### config.mk
export PLATFORM = sky130hd
export DESIGN_NAME = arf086b128e1r1w0cbbehsaa4acw_wr_stage
export DESIGN_NICKNAME = d
export VERILOG_FILES = /design/src/rtl/arf086b128e1r1w0cbbehsaa4acw_wr_stage.sv
export SDC_FILE = /design/constraint.sdc
export NUM_CORES = 1
export LEC_CHECK = 0
export BUFFER_PORTS_ARGS = -buffer_cell sky130_fd_sc_hd__buf_2
export CELL_PAD_IN_SITES_DETAIL_PLACEMENT = 1
export CELL_PAD_IN_SITES_GLOBAL_PLACEMENT = 1
export CORE_UTILIZATION = 39
export CTS_CLUSTER_SIZE = 16
export DETAILED_ROUTE_END_ITERATION = 7
export HOLD_SLACK_MARGIN = 0.08
export MAX_ROUTING_LAYER = met4
export PLACE_DENSITY = 0.83
export SETUP_SLACK_MARGIN = 0.4
export SLEW_MARGIN = 0
export SYNTH_ARGS = -nofsm -noshare
export SYNTH_HDL_FRONTEND = slang
export SYNTH_SLANG_ARGS = --single-unit
### constraint.sdc
create_clock -name clk -period 2.35 [get_ports clk]
set_input_delay 0.47 -clock clk [delete_from_list [all_inputs] [get_ports clk]]
set_output_delay 0.47 -clock clk [all_outputs]
set_load 0.005 [all_outputs]
### src/rtl/arf086b128e1r1w0cbbehsaa4acw_wr_stage.sv
// Write stage for a phase-B latch array. After reset or an init request it
// zero-fills every word, one word per cycle. It then stages one write per
// cycle into a single-hot, active-low latch enable and a shared data bus.
// All outputs are registered.
module arf086b128e1r1w0cbbehsaa4acw_wr_stage #(
  parameter int DWIDTH = 86,
  parameter int DEPTH  = 128,
  parameter int AWIDTH = $clog2(DEPTH)
) (
  input  logic              clk,
  input  logic              rst_b,
  input  logic              init_req,
  input  logic              wr_vld,
  output logic              wr_rdy,
  input  logic [AWIDTH-1:0] wr_addr,
  input  logic [DWIDTH-1:0] wr_data,
  output logic [DEPTH-1:0]  lat_wen_b,
  output logic [DWIDTH-1:0] lat_wdata,
  output logic              init_done,
  output logic              addr_err
);

  typedef enum logic {S_INIT, S_RUN} state_t;

  state_t             state_q, state_d;
  logic [AWIDTH-1:0]  cnt_q, cnt_d;
  logic [DEPTH-1:0]   wen_q, wen_d;
  logic [DWIDTH-1:0]  wdata_q, wdata_d;
  logic               rdy_q, rdy_d;
  logic               done_q, done_d;
  logic               err_q, err_d;
  logic [AWIDTH-1:0]  fill_idx;
  logic               wr_acc;
  logic               addr_ok;

  assign wr_acc  = wr_vld & rdy_q;
  // Addresses are compared at 32 bits so that a non-power-of-two DEPTH
  // still flags the unused top of the address space.
  assign addr_ok = ({{(32-AWIDTH){1'b0}}, wr_addr} < DEPTH);

  // Compute the next state and the next staged latch enables and data.
  always_comb begin
    state_d  = state_q;
    cnt_d    = cnt_q;
    wen_d    = '1;
    wdata_d  = wdata_q;
    rdy_d    = 1'b0;
    done_d   = done_q;
    err_d    = err_q;
    fill_idx = '0;
    case (state_q)
      S_INIT: begin
        // An init request during fill restarts the fill, so word 0 is driven next.
        fill_idx          = init_req ? '0 : cnt_q;
        wen_d[fill_idx]   = 1'b0;
        wdata_d           = '0;
        done_d            = 1'b0;
        if (!init_req && cnt_q == AWIDTH'(DEPTH - 1)) begin
          state_d = S_RUN;
          cnt_d   = '0;
        end else begin
          cnt_d   = fill_idx + AWIDTH'(1);
        end
      end
      S_RUN: begin
        if (wr_acc) begin
          if (addr_ok) begin
            wen_d[wr_addr] = 1'b0;
            wdata_d        = wr_data;
          end else begin
            err_d          = 1'b1;
          end
        end
        // A write accepted alongside init_req still completes next cycle.
        // Fill then starts one cycle later.
        if (init_req) begin
          state_d = S_INIT;
          cnt_d   = '0;
          done_d  = 1'b0;
        end else begin
          rdy_d   = 1'b1;
          done_d  = 1'b1;
        end
      end
      default: state_d = S_INIT;
    endcase
  end

  // Register the state and all outputs. Reset is synchronous and discards any staged write.
  always_ff @(posedge clk) begin
    if (!rst_b) begin
      state_q <= S_INIT;
      cnt_q   <= '0;
      wen_q   <= '1;
      wdata_q <= '0;
      rdy_q   <= 1'b0;
      done_q  <= 1'b0;
      err_q   <= 1'b0;
    end else begin
      state_q <= state_d;
      cnt_q   <= cnt_d;
      wen_q   <= wen_d;
      wdata_q <= wdata_d;
      rdy_q   <= rdy_d;
      done_q  <= done_d;
      err_q   <= err_d;
    end
  end

  assign wr_rdy    = rdy_q;
  assign lat_wen_b = wen_q;
  assign lat_wdata = wdata_q;
  assign init_done = done_q;
  assign addr_err  = err_q;

endmodule
# --- After elaboration in Yosys (flattened, before gate mapping) ---
# Cells that the tools add are included.
word_totals:
  reg_bits: 224
  latch_bits: 0
  ram_bits: 0
  rom_bits: 0
  inputBits: 97
  out_inout_bits: 217
  wordCells: 37
  mem_count: 0
op_classes:
  add_sub_neg: 1
  multipliers: 0
  div_mod_pow: 0
  n_lt_le_gt_ge: 4
  n_eq_ne: 2
  shift: 0
  n_mux: 15
  n_bitwise: 4
  n_reduce_logical: 5
op_table:
  columns: ["operator", "n"]
  rows:
  - ["$not A128 Y128", 2]
  - ["$pmux W128 S2", 1]
  - ["$pmux W86 S2", 1]
  - ["$mux W128", 1]
  - ["$mux W86", 1]
  - ["$lt A7 B8 Y1 const B", 2]
  - ["$demux W1 S7", 2]
  - ["$ge A7 B1 Y1 const B", 2]
  - ["$mux W7", 2]
  - ["$pmux W7 S2", 1]
  - ["$add A7 B1 Y7 const B", 1]
  - ["$eq A7 B7 Y1 const B", 1]
  - ["$mux W1", 4]
  - ["$pmux W1 S2", 2]
  - ["$logic_and A1 B1 Y1", 3]
  - ["$ne A2 B1 Y1 const B", 1]
  - ["$reduce_and A2 Y1", 1]
  - ["$and A1 B1 Y1", 1]
  - ["$logic_not A1 Y1", 1]
  - ["$not A1 Y1", 1]

# --- Depth between registers and ports, before layout ---
logic_depth:
  ltp_word: 7
  depth_mapped: 8

# --- Least setup slack after synthesis ---
# Ideal clock, no wire load.
synth_path:
  path_kind: "in2reg"
  start: "in init_req"
  end: "reg cnt_q[6]"
  setup_ns: 0.070
  arrival_time_ns: 1.607
  setup_slack_ns: 0.673
  path_stages: 8
  path_buffers: 1
  cell_sequence: "buf_2 > inv_1 > nand2_1 > inv_1 > ha_1 > nand2_1 > or4_1 > a21oi_1"
synth_via:
  elab_chain_cells: 4
  elab_cells_between_ends: 6
synth_rtl:
  columns: ["element", "line", "text"]
  rows:
  - ["from (decl)", "12", "input logic init_req,"]
  - ["$mux W7 or $logic_not A1 Y1 (tied branches)", null, null]
  - ["$add A7 B1 Y7 or $logic_and A1 B1 Y1 (tied branches)", "62, 58", null]
  - ["$mux W7", "58", "if (!init_req && cnt_q == AWIDTH'(DEPTH - 1)) begin"]
  - ["$pmux W7 S2 (*)", "51", "case (state_q)"]
  - ["to (signal assigned)", "101", "cnt_q <= cnt_d;"]
  - ["to (decl)", "26", "logic [AWIDTH-1:0] cnt_q, cnt_d;"]
# Every way passes the cells marked *; elsewhere a longest branch is shown, timed or not.
# A chain may end at the register's enable or synchronous reset.

# --- Worst setup path after layout ---
layout_path:
  start: "reg state_q"
  end: "reg wen_q[59] (netlist: lat_wen_b[59])"
layout_via:
  elab_chain_cells: 2
layout_rtl:
  columns: ["element", "line", "text"]
  rows:
  - ["from (decl)", "25", "state_t state_q, state_d;"]
  - ["from (signal assigned)", "100", "state_q <= state_d;"]
  - ["$not A1 Y1", null, null]
  - ["$pmux W128 S2 (*)", "51", null]
  - ["to (signal assigned)", "102", "wen_q <= wen_d;"]
  - ["to (decl)", "27", "logic [DEPTH-1:0] wen_q, wen_d;"]
# Marked as above.

==> out/metrics.csv <==
metric,value,unit
status,"complete, no violations",
fmax,545,MHz
WP data arrival,2.18,ns
reg2reg end,lat_wen_b[59],
final instance area,0.0103,mm^2
# fillers,2162,
gpl congestion,0.851,
Reg2Reg Setup Slack,0.52,ns
PD cells,768,mW/mm^2
PortBufs,312,
Final Cycle Share,78.1,%
hold path start,wr_data[85],
# IOs,314,
full die area,0.0202,mm^2
Most used DFF post-synth,dfxtp_1,
Final ANT Viol Nets,0,
mux contribution to synthesized area,0,%
vias per inst,5.50,
Least-Margin Pin Slew,0.731,ns
setup violators final,0,
Setup Skew,0.0116,ns
Pins Over Slew Limit,0,
Synth async-reset ratio,0,%
#FFs+latches synth,224,
CP Data Required Time,2.69,ns
syn_area_per_cell,11.0,um^2
crit path kind,register to register,
Reg-to-Reg Start,state_q,
chip width,142,um
Longest Clk Path Bufs,3,
fin crit period,1.83,ns
drt total wl,27100,um
CTS H-tree lvls,1,
Area after DPL,0.00947,mm^2
share of the synthesized area in the top cell type,58.6,%
post-CTS setup buffer count,0,
top area cells in the synthesized netlist,"dfxtp_1 59%, a22oi_1 17%, nor2_1 4.0%",
CTS tree,done,
total grt overflow,0,
Synth warnings,0,
sequential fraction of the synthesis area,58.6,%
first-pass GRT wire length,40500,um
initial cell density of the core,40.4,%
setup total negative slack,0,ns
mapped cell area,0.00765,mm^2
initial antenna violation count,2,
RSZ-0062 raised after global routing,true,
Worst Reg-to-Reg Cells,3,
largest family of logic cells by synthesized area,compound AO/OA/AOI/OAI gates,
Worst slew margin,51.1,%
XOR/XNOR Fraction of Synth Area,0.229,%
type of origin of the critical path,register,
Die H,142,um
fraction of layout cells with a size suffix above 1,41.4,%
"IR drop worst, VDD",0.496,mV
CTS sink count,224,
cell count after synthesis,694,
Crit. End Element,register,
Worst-path clk slew,0.06,ns
final hold vios,0,
"Max FO, Critical Path",14,
placement row count,50,
worst hold path type,input pin to register,
"EDFF count, synth",0,
Hold EP,lat_wdata[85],
drt drc,0,
First-pass DRT Iterations,4,
Area Overhead vs Synth,34.6,%
final net count,1100,
core area,0.0190,mm^2
max-cap violations,0,
Root Buffer,clkbuf_16,
"Clk Latency, worst-skew pair",0.51,ns
Lkg Pwr,4.08,nW
adder-cell share of the synthesized area,0.163,%
Yosys cell types,56,
Detail Placement HPWL,18500,um
Synth area leader,dfxtp_1,
vias in the first global route,7131,
largest net degree at the start of global routing,64,
post-synth net total,792,
Initial DRC Count,378,
CTS buffer count,24,
Worst Hold Depth,2,
DR WL/cell,21.2,um
Total GRT Usage,26.7,%
Synth Area in Compound Gates,23.7,%
Post-Synth Simple-Gate Area,12.8,%
Vias,7042,
-- worst max-delay path: stages, from the launching register on --
cell     delay, ns
dfxtp_1       0.60
and4_1        0.45
and2_2        0.46
a22oi_1       0.15
-- cells in the mapped netlist, drive strengths merged (3+ instances only) --
library cell and instances:
a21oi 4, a22o 23, a22oi 186, a32oi 5, and2 8, and3 7, buf 47, clkbuf 12
dfxtp 224, inv 8, nand2 10, nand2b 8, nand4b 3, nor2 86, nor2b 4, nor3 18
nor3b 4, nor4 6, o21ai 3
-- per-layer routing --
metal  track usage, %  wire length (um)  vias up  share of wire [%]
met1             31.0             10800     3432                 40
li1                 -                 -     3184                  -
met5                -                 0        -                  0
met2             45.7             13700      370                 50
met3             4.95              1970       56                7.2
met4             10.4               728        0                2.7
-- kinds of logic after synthesis --
| group | Yosys count |
|---|---|
| adders and majority gates | 1 |
| buffers and inverters | 67 |
| DFF | 224 |
| and+or+nand+nor | 169 |
| AOI/OAI and AO/OA | 230 |
| xor gates and xnor gates | 2 |
| other | 1 |
-- flip-flops by register name, indices dropped and copies added (netlist names) --
signal	flops
cnt_q	7
lat_wdata	86
wr_rdy	1
state_q	1
lat_wen_b	128
init_done	1
-- timing repair --
action	in CTS	in global routing
resized for setup	1	2
setup endpoints to repair	1	5
hold buffers	0	0
cloned	0	0
-- layout make-up --
class                      instances  area [um^2]  share of cell area, %
sequential                       224         4480                   43.5
multi-input combinational        403         2840                   27.6
timing repair buffer             341         1800                   17.4
clock buffer                      33          686                   6.66
tap                              260          325                   3.16
clock inverter                    10          131                   1.28
inverter                           8         30.0                  0.292
antenna                            2         5.00                 0.0486
-- worst max path at each step --
| stage | from | to | slack [ns] | cells after the start |
|---|---|---|---|---|
| 6_report | state_q | lat_wen_b[59] | 0.52 | 3 |
| 5_1_grt | state_q | lat_wen_b[75] | 0.40 | 3 |
| 4_1_cts | state_q | lat_wen_b[113] | 0.48 | 3 |
| 3_5_place_dp | init_req | cnt_q[6] | 0.35 | 7 |
| 3_3_place_gp | init_req | cnt_q[6] | 0.42 | 7 |
| 2_1_floorplan | init_req | cnt_q[6] | 0.67 | 8 |
-- stage by stage --
stage / setup WS [ns] / std cells / util, % / hold slack (ns) / total power [W]
final: 0.515 / 1281 / 54.3 / 0.179 / 0.00791
after CTS: 0.479 / 1279 / 54.3 / 0.165 / 0.00796
after global placement: 0.418 / 1236 / 50.0 / 0.452 / 0.00411
after global routing: 0.399 / 1281 / 54.3 / 0.171 / 0.00814
after floorplan: 0.673 / 694 / - / 0.466 / 0.00398
after detailed placement: 0.345 / 1236 / 50.0 / 0.454 / 0.00412
-- layout by cell type (no fill, tap or decap), drive strengths merged, types with 3 or more instances in the layout --
cell	synthesis	layout
nand2	10	10
a21oi	4	4
dfxtp	224	224
buf	47	341
nor4	6	6
nor2	86	86
o21ai	3	3
and2	8	8
nand2b	8	8
nand4b	3	3
inv	8	8
and3	7	7
clkbuf	12	33
nor2b	4	4
bufinv	0	3
a22o	23	23
nor3b	4	4
nor3	18	18
a22oi	186	186
a32oi	5	5
clkinv	0	6
-- power by group --
| group | switching [W] | internal (W) | total, W |
|---|---|---|---|
| Clock | 0.00151 | 0.00237 | 0.00388 |
| Combinational | 0.000137 | 0.0000905 | 0.000228 |
| Sequential | 0.00000667 | 0.00380 | 0.00381 |
(Power assumes the default switching activity.)
